`src/rtl/inst_fetch_unit.sv`:
```
// inst_fetch_unit: PC, single-outstanding instruction fetch FSM and IF_ID register feeding the decoder.
module inst_fetch_unit #(
  parameter logic [31:0] RESET_PC = 32'h0000_0000,
  parameter logic [31:0] NOP_INST = 32'h0000_0013
) (
  input  logic        clk,
  input  logic        reset,
  input  logic        stallIn,
  input  logic        redirectEnable,
  input  logic [31:0] redirectAddr,
  output logic        memReqValid,
  output logic [31:0] memReqAddr,
  input  logic        memReqReady,
  input  logic        memRespValid,
  input  logic [31:0] memRespData,
  output logic [31:0] inst,
  output logic [31:0] pcOut,
  output logic        instValid,
  output logic        resetOut
);
  typedef enum logic [2:0] {S_BOOT, S_REQ, S_WAIT, S_HOLD, S_DROP} state_t;
  state_t state, state_n;
  logic [31:0] pc, pc_n, skid, skid_n, inst_n, pc_out_n;
  logic valid_n, reset_out_n;
  assign memReqValid = state == S_REQ;
  assign memReqAddr = pc;
  always_comb begin
    state_n = state;
    pc_n = pc;
    skid_n = skid;
    inst_n = inst;
    pc_out_n = pcOut;
    valid_n = instValid;
    reset_out_n = resetOut;
    if (redirectEnable) begin
      // a redirect flushes IF_ID even under stall; any fetch still in flight must be dropped
      pc_n = redirectAddr & ~32'd3;
      inst_n = NOP_INST;
      valid_n = 1'b0;
      case (state)
        S_REQ:   state_n = memReqReady ? S_DROP : S_REQ;
        S_WAIT:  state_n = memRespValid ? S_REQ : S_DROP;
        S_DROP:  state_n = memRespValid ? S_REQ : S_DROP;
        default: state_n = S_REQ;
      endcase
    end else begin
      case (state)
        S_BOOT: state_n = S_REQ;
        S_REQ:  state_n = memReqReady ? S_WAIT : S_REQ;
        S_WAIT: begin
          if (memRespValid && !stallIn) begin
            inst_n = memRespData;
            pc_out_n = pc;
            valid_n = 1'b1;
            reset_out_n = 1'b0;
            pc_n = pc + 32'd4;
            state_n = S_REQ;
          end else if (memRespValid) begin
            skid_n = memRespData;
            state_n = S_HOLD;
          end else if (!stallIn) begin
            inst_n = NOP_INST;
            valid_n = 1'b0;
          end
        end
        S_HOLD: begin
          if (!stallIn) begin
            inst_n = skid;
            pc_out_n = pc;
            valid_n = 1'b1;
            reset_out_n = 1'b0;
            pc_n = pc + 32'd4;
            state_n = S_REQ;
          end
        end
        S_DROP:  state_n = memRespValid ? S_REQ : S_DROP;
        default: state_n = S_BOOT;
      endcase
    end
  end
  always_ff @(posedge clk or posedge reset) begin
    if (reset) begin
      state <= S_BOOT;
      pc <= RESET_PC;
      skid <= 32'd0;
      inst <= NOP_INST;
      pcOut <= RESET_PC;
      instValid <= 1'b0;
      resetOut <= 1'b1;
    end else begin
      state <= state_n;
      pc <= pc_n;
      skid <= skid_n;
      inst <= inst_n;
      pcOut <= pc_out_n;
      instValid <= valid_n;
      resetOut <= reset_out_n;
    end
  end
endmodule

```
`config.mk`:
```
export PLATFORM = sky130hd
export DESIGN_NAME = inst_fetch_unit
export DESIGN_NICKNAME = d
export VERILOG_FILES = /design/src/rtl/inst_fetch_unit.sv
export SDC_FILE = /design/constraint.sdc
export NUM_CORES = 1
export LEC_CHECK = 0
export CORE_MARGIN = 10
export CORE_UTILIZATION = 45
export DETAILED_ROUTE_END_ITERATION = 7
export MAX_ROUTING_LAYER = met4
export PLACE_DENSITY = 0.77
export SYNTH_ARGS = -nofsm -noshare
export SYNTH_HDL_FRONTEND = slang
export SYNTH_SLANG_ARGS = --single-unit
export TNS_END_PERCENT = 20
```
`constraint.sdc`:
```
create_clock -name clk -period 9.2 [get_ports clk]
set_input_delay 1.84 -clock clk [delete_from_list [all_inputs] [get_ports clk]]
set_output_delay 1.84 -clock clk [all_outputs]
set_load 0.1 [all_outputs]
```
== Word level (Yosys, flattened, before mapping) ==
Index checks and enable logic that the tools add are counted.

* Output and inout bits: 99
* Logic and storage cells: 62
* Bits of input ports: 70
* Bits in registers: 133

* Reductions and logical operators: 11
* Add/subtract/negate cells: 1
* Muxes and demuxes: 30
* Eq/ne operators: 11
* Bitwise logic cells: 2

{| class="wikitable"
|+ Operators by type and width
! kind !! count
|-
| $mux W32 || 10
|-
| $pmux W32 S2 || 3
|-
| $add A32 B3 Y32 const B || 1
|-
| $mux W3 || 6
|-
| $pmux W3 S5 || 1
|-
| $ne A4 B4 Y1 const B || 3
|-
| $reduce_and A4 Y1 || 3
|-
| $eq A3 B2 Y1 const B || 2
|-
| $mux W1 || 6
|-
| $ne A3 B3 Y1 const B || 2
|-
| $pmux W3 S2 || 1
|-
| $ne A2 B2 Y1 const B || 2
|-
| $pmux W1 S2 || 2
|-
| $eq A3 B1 Y1 const B || 1
|-
| $eq A3 B3 Y1 const B || 1
|-
| $logic_not A3 Y1 || 1
|-
| $reduce_and A3 Y1 || 1
|-
| $reduce_bool A3 Y1 || 1
|-
| $mux W2 || 1
|-
| $not A1 Y1 || 2
|-
| $reduce_and A2 Y1 || 1
|-
| $reduce_bool A2 Y1 || 1
|-
| $reduce_or A2 Y1 || 1
|-
| $logic_and A1 B1 Y1 || 1
|-
| $logic_not A1 Y1 || 1
|}

== Logic depth before layout (Yosys ltp) ==
* Word-level depth: 5
* Mapped depth: 7

== Least setup slack after synthesis ==
Ideal clock, no wire load.

* Path type: register to output
* Start point: register state[1]
* End point: output memReqValid
* Required time: 7.360 ns
* Stages on the path, launching flop included: 4
* Buffers on the path: 1
* Arrival: 2.022 ns
* Setup slack: 5.338 ns
* Path through: dfrtp_1 -> buf_2 -> nor2b_1 -> nor2b_1

* Cells in the longest elaborated chain, start to end: 1

{| class="wikitable"
|+ Ends and longest elaborated chain
! item !! line !! source
|-
| start, declared || 22 || <nowiki>state_t state, state_n;</nowiki>
|-
| start signal, assigned || 91 || <nowiki>state <= state_n;</nowiki>
|-
| $eq A3 B1 Y1 || 25 || <nowiki>assign memReqValid = state == S_REQ;</nowiki>
|-
| end, declared || 11 || <nowiki>output logic memReqValid,</nowiki>
|}

Every way passes these cells.

== Final worst setup path ==
* Start point: register state[0]
* End point: output memReqValid

Same word-level chain as after synthesis.

==> impl_metrics.py <==
metrics = {
    "outcome": {
        "outcome": "finished clean",
    },
    "sta": {
        "post-route-min-period_ps": 4331,
        "setup_viol": 0,
        "maxSlewViolCount": 0,
        "slew_headroom": 0.1596,
        "tns_ps": 0,
        "worstMarginPinSlew_ps": 1261,
        "rsz0062_at_grt": "no",
        "max_freq_mhz": 230.9,
        "skew_ps": 7.543,
        "fin_crit_sh": 0.4707,
        "finalHoldViolCount": 0,
        "holdWs_ps": 461.7,
    },
    "placed_design": {
        "placed_cells": 862,
        "placed_area_mm2": 0.007695,
        "portBuffers": 162,
        "hpwl_um": 12050,
        "place_congestion": 0.8204,
    },
    "global_route": {
        "antenna_found_initial": 0,
        "grt_max_degree": 75,
        "grtUsageTotal": 0.1953,
        "overflow": 0,
        "grt_pass1_vias": 5244,
        "grt_first_pass_wirelength_um": 27520,
    },
    "cts": {
        "cts_root_buf": "clkbuf_16",
        "cts_resized": 0,
        "cts-buffers-inserted": 17,
        "clock_sinks": 129,
        "clkSlewWorstSetupHoldPaths_ps": 60,
        "htree_levels": 4,
        "holdBufCountCts": 0,
        "tritoncts": "done",
        "post_cts_buffers": 0,
        "clock_path_buffers": 2,
        "insertion_delay_ps": 420,
    },
    "synth": {
        "synth_area_mm2": 0.005987,
        "synth-edff-count": 0,
        "ys_ff_latch": 129,
        "synth-main-ff-cell": "dfrtp_1",
        "ys_types": 50,
        "synth_commonest_cells": "dfrtp_1, mux2_2, nand2_1, o21ai_0, a21oi_1",
        "synthCells": 555,
        "synthTopCellsByArea": "dfrtp_1, mux2_2, nand2_1",
        "yosysMostFrequentCell": "dfrtp_1",
        "ys_warn_count": 0,
        "synth_top_area_frac": 0.5225,
        "seq_area_frac_synth": 0.5400,
        "async_reset_ff_frac": 1.000,
        "synth_top_area_cell": "dfrtp_1",
        "syn_area_per_cell_um2": 10.79,
    },
    "critical_path": {
        "required_ps": 7360,
        "critPathLaunchType": "flip-flop",
        "crit_fanout": 9,
        "crit_path_end_kind": "output pin",
        "critPathArrivalTime_ps": 2490,
        "path_class": "reg2out",
    },
    "routing": {
        "post_drt_wl_per_cell_um": 19.51,
        "postRouteAntennaNets": 0,
        "vias": 5021,
        "drt_iter0_markers": 387,
        "routed_wl_um": 17450,
        "viasPerCell": 5.616,
        "dr.pass1.iters": 7,
        "drc": 0,
    },
    "floorplanning": {
        "core_area_mm2": 0.01314,
        "start_util": 0.4557,
        "rows": 42,
        "dieHeight_um": 135.3,
        "die-area_mm2": 0.01832,
        "pin_count": 169,
        "die_width_um": 135.3,
    },
    "finish": {
        "multiInputGateArea_mm2": 0.002539,
        "fill_cells": 1052,
        "nets": 776,
        "seqCellArea_mm2": 0.003233,
        "instances_no_fill": 894,
        "syn2layout_area_growth_pct": 37.55,
        "final_cell_area_mm2": 0.008235,
        "n_antenna_cell": 0,
        "layout-drive-gt1-share": 0.1518,
    },
    "pwr": {
        "power.density_mw_per_mm2": 306.8,
        "fin_total_pwr_mw": 2.526,
        "max-vdd-ir-drop_v": 0.0002050,
        "power_leakage_nw": 3.510,
    },
    "hold_path": {
        "holdCritPathClass": "reg2reg",
    },
    "run": {
        "maxCapViolCount": 0,
    },
}
cell type report:
| type | count | share of cell area |
|---|---|---|
| flip-flops and latches | 129 | 0.3926 |
| well taps | 176 | 0.02674 |
| inverters | 9 | 0.004406 |
| clock inverters | 5 | 0.003342 |
| clock buffers | 27 | 0.06229 |
| repair buffers | 168 | 0.2024 |
| multi-input cells | 380 | 0.3083 |
layout by cell type, fill, tap and decap left out, types with 3 or more instances in the layout:
master and n:
clkdlybuf4s50_1 162, dfrtp_1 125, mux2_2 64, nand2_1 56, o21ai_0 41, a21oi_1 30, and3_1 29, nor2_1 23
or4_1 19, a31oi_1 18, clkbuf_16 17, o31ai_1 15, nand3_1 10, nand4_1 10, inv_1 8, nor2b_1 8
buf_4 6, nor3_1 5, clkbuf_8 5, clkbuf_1 5, xor2_1 4, xnor2_1 4, conb_1 4, clkinv_2 4
dfstp_2 4, or3_1 3, nor4_1 3, nand3b_1 3, a32oi_1 3
where the power goes:
part           switching [mW]  total [mW]  internal [mW]  leakage (nW)
Combinational           0.818        1.11          0.294          1.60
Sequential             0.0950       0.802          0.707          1.64
Clock                   0.235       0.612          0.378         0.267
Total                    1.15        2.53           1.38          3.51
layer usage:
metal,GRT usage,share of wire,up-vias
li1,-,-,2311
met1,0.2230,0.40,2484
met2,0.3209,0.51,197
met3,0.04562,0.064,29
met4,0.08792,0.026,0
met5,-,0,-
per-stage QoR:
stage / util / worst slack (ps)
floorplan: - / 3926
global placement: 0.5857 / 4916
detailed placement: 0.5857 / 4817
CTS: 0.6269 / 4859
global route: 0.6269 / 4791
finish: 0.6269 / 4869
worst max-delay path: stages (launching register included):
cell and delay (ps):
dfrtp_1 480, nor2b_1 260, nor2b_1 160, clkdlybuf4s50_1 1170
kinds of logic (layout without fill, tap and decap cells):
logic type / after synthesis / after routing / synth area share
DFF: 129 / 129 / 0.5400
buffers and inverters: 49 / 209 / 0.03971
adders and majority gates: 1 / 1 / 0.002090
and+or+nand+nor: 184 / 184 / 0.1676
xor gates and xnor gates: 8 / 8 / 0.01170
AOI/OAI and AO/OA: 118 / 118 / 0.1162
muxes: 65 / 65 / 0.1220
other: 1 / 4 / 0.0006264
final timing paths:
check | start | endpoint | slack [ps] | depth (start not counted)
worst min register to register | inst[4] | inst[4] | 460 | 2
worst max register to register | state[1] | pcOut[23] | 6500 | 4
max in group asynchronous | reset | skid[0] | 5850 | 3
worst max-delay path | state[0] | memReqValid | 4870 | 3
worst min-delay path | inst[4] | inst[4] | 460 | 2
min in group asynchronous | reset | inst[3] | 1880 | 2
state kept, by name, summed over array words and instances (netlist names):
name        cells
inst           32
skid           32
memReqAddr     30
pcOut          30
state           3
instValid       1
resetOut        1
(Power assumes the default switching activity.)
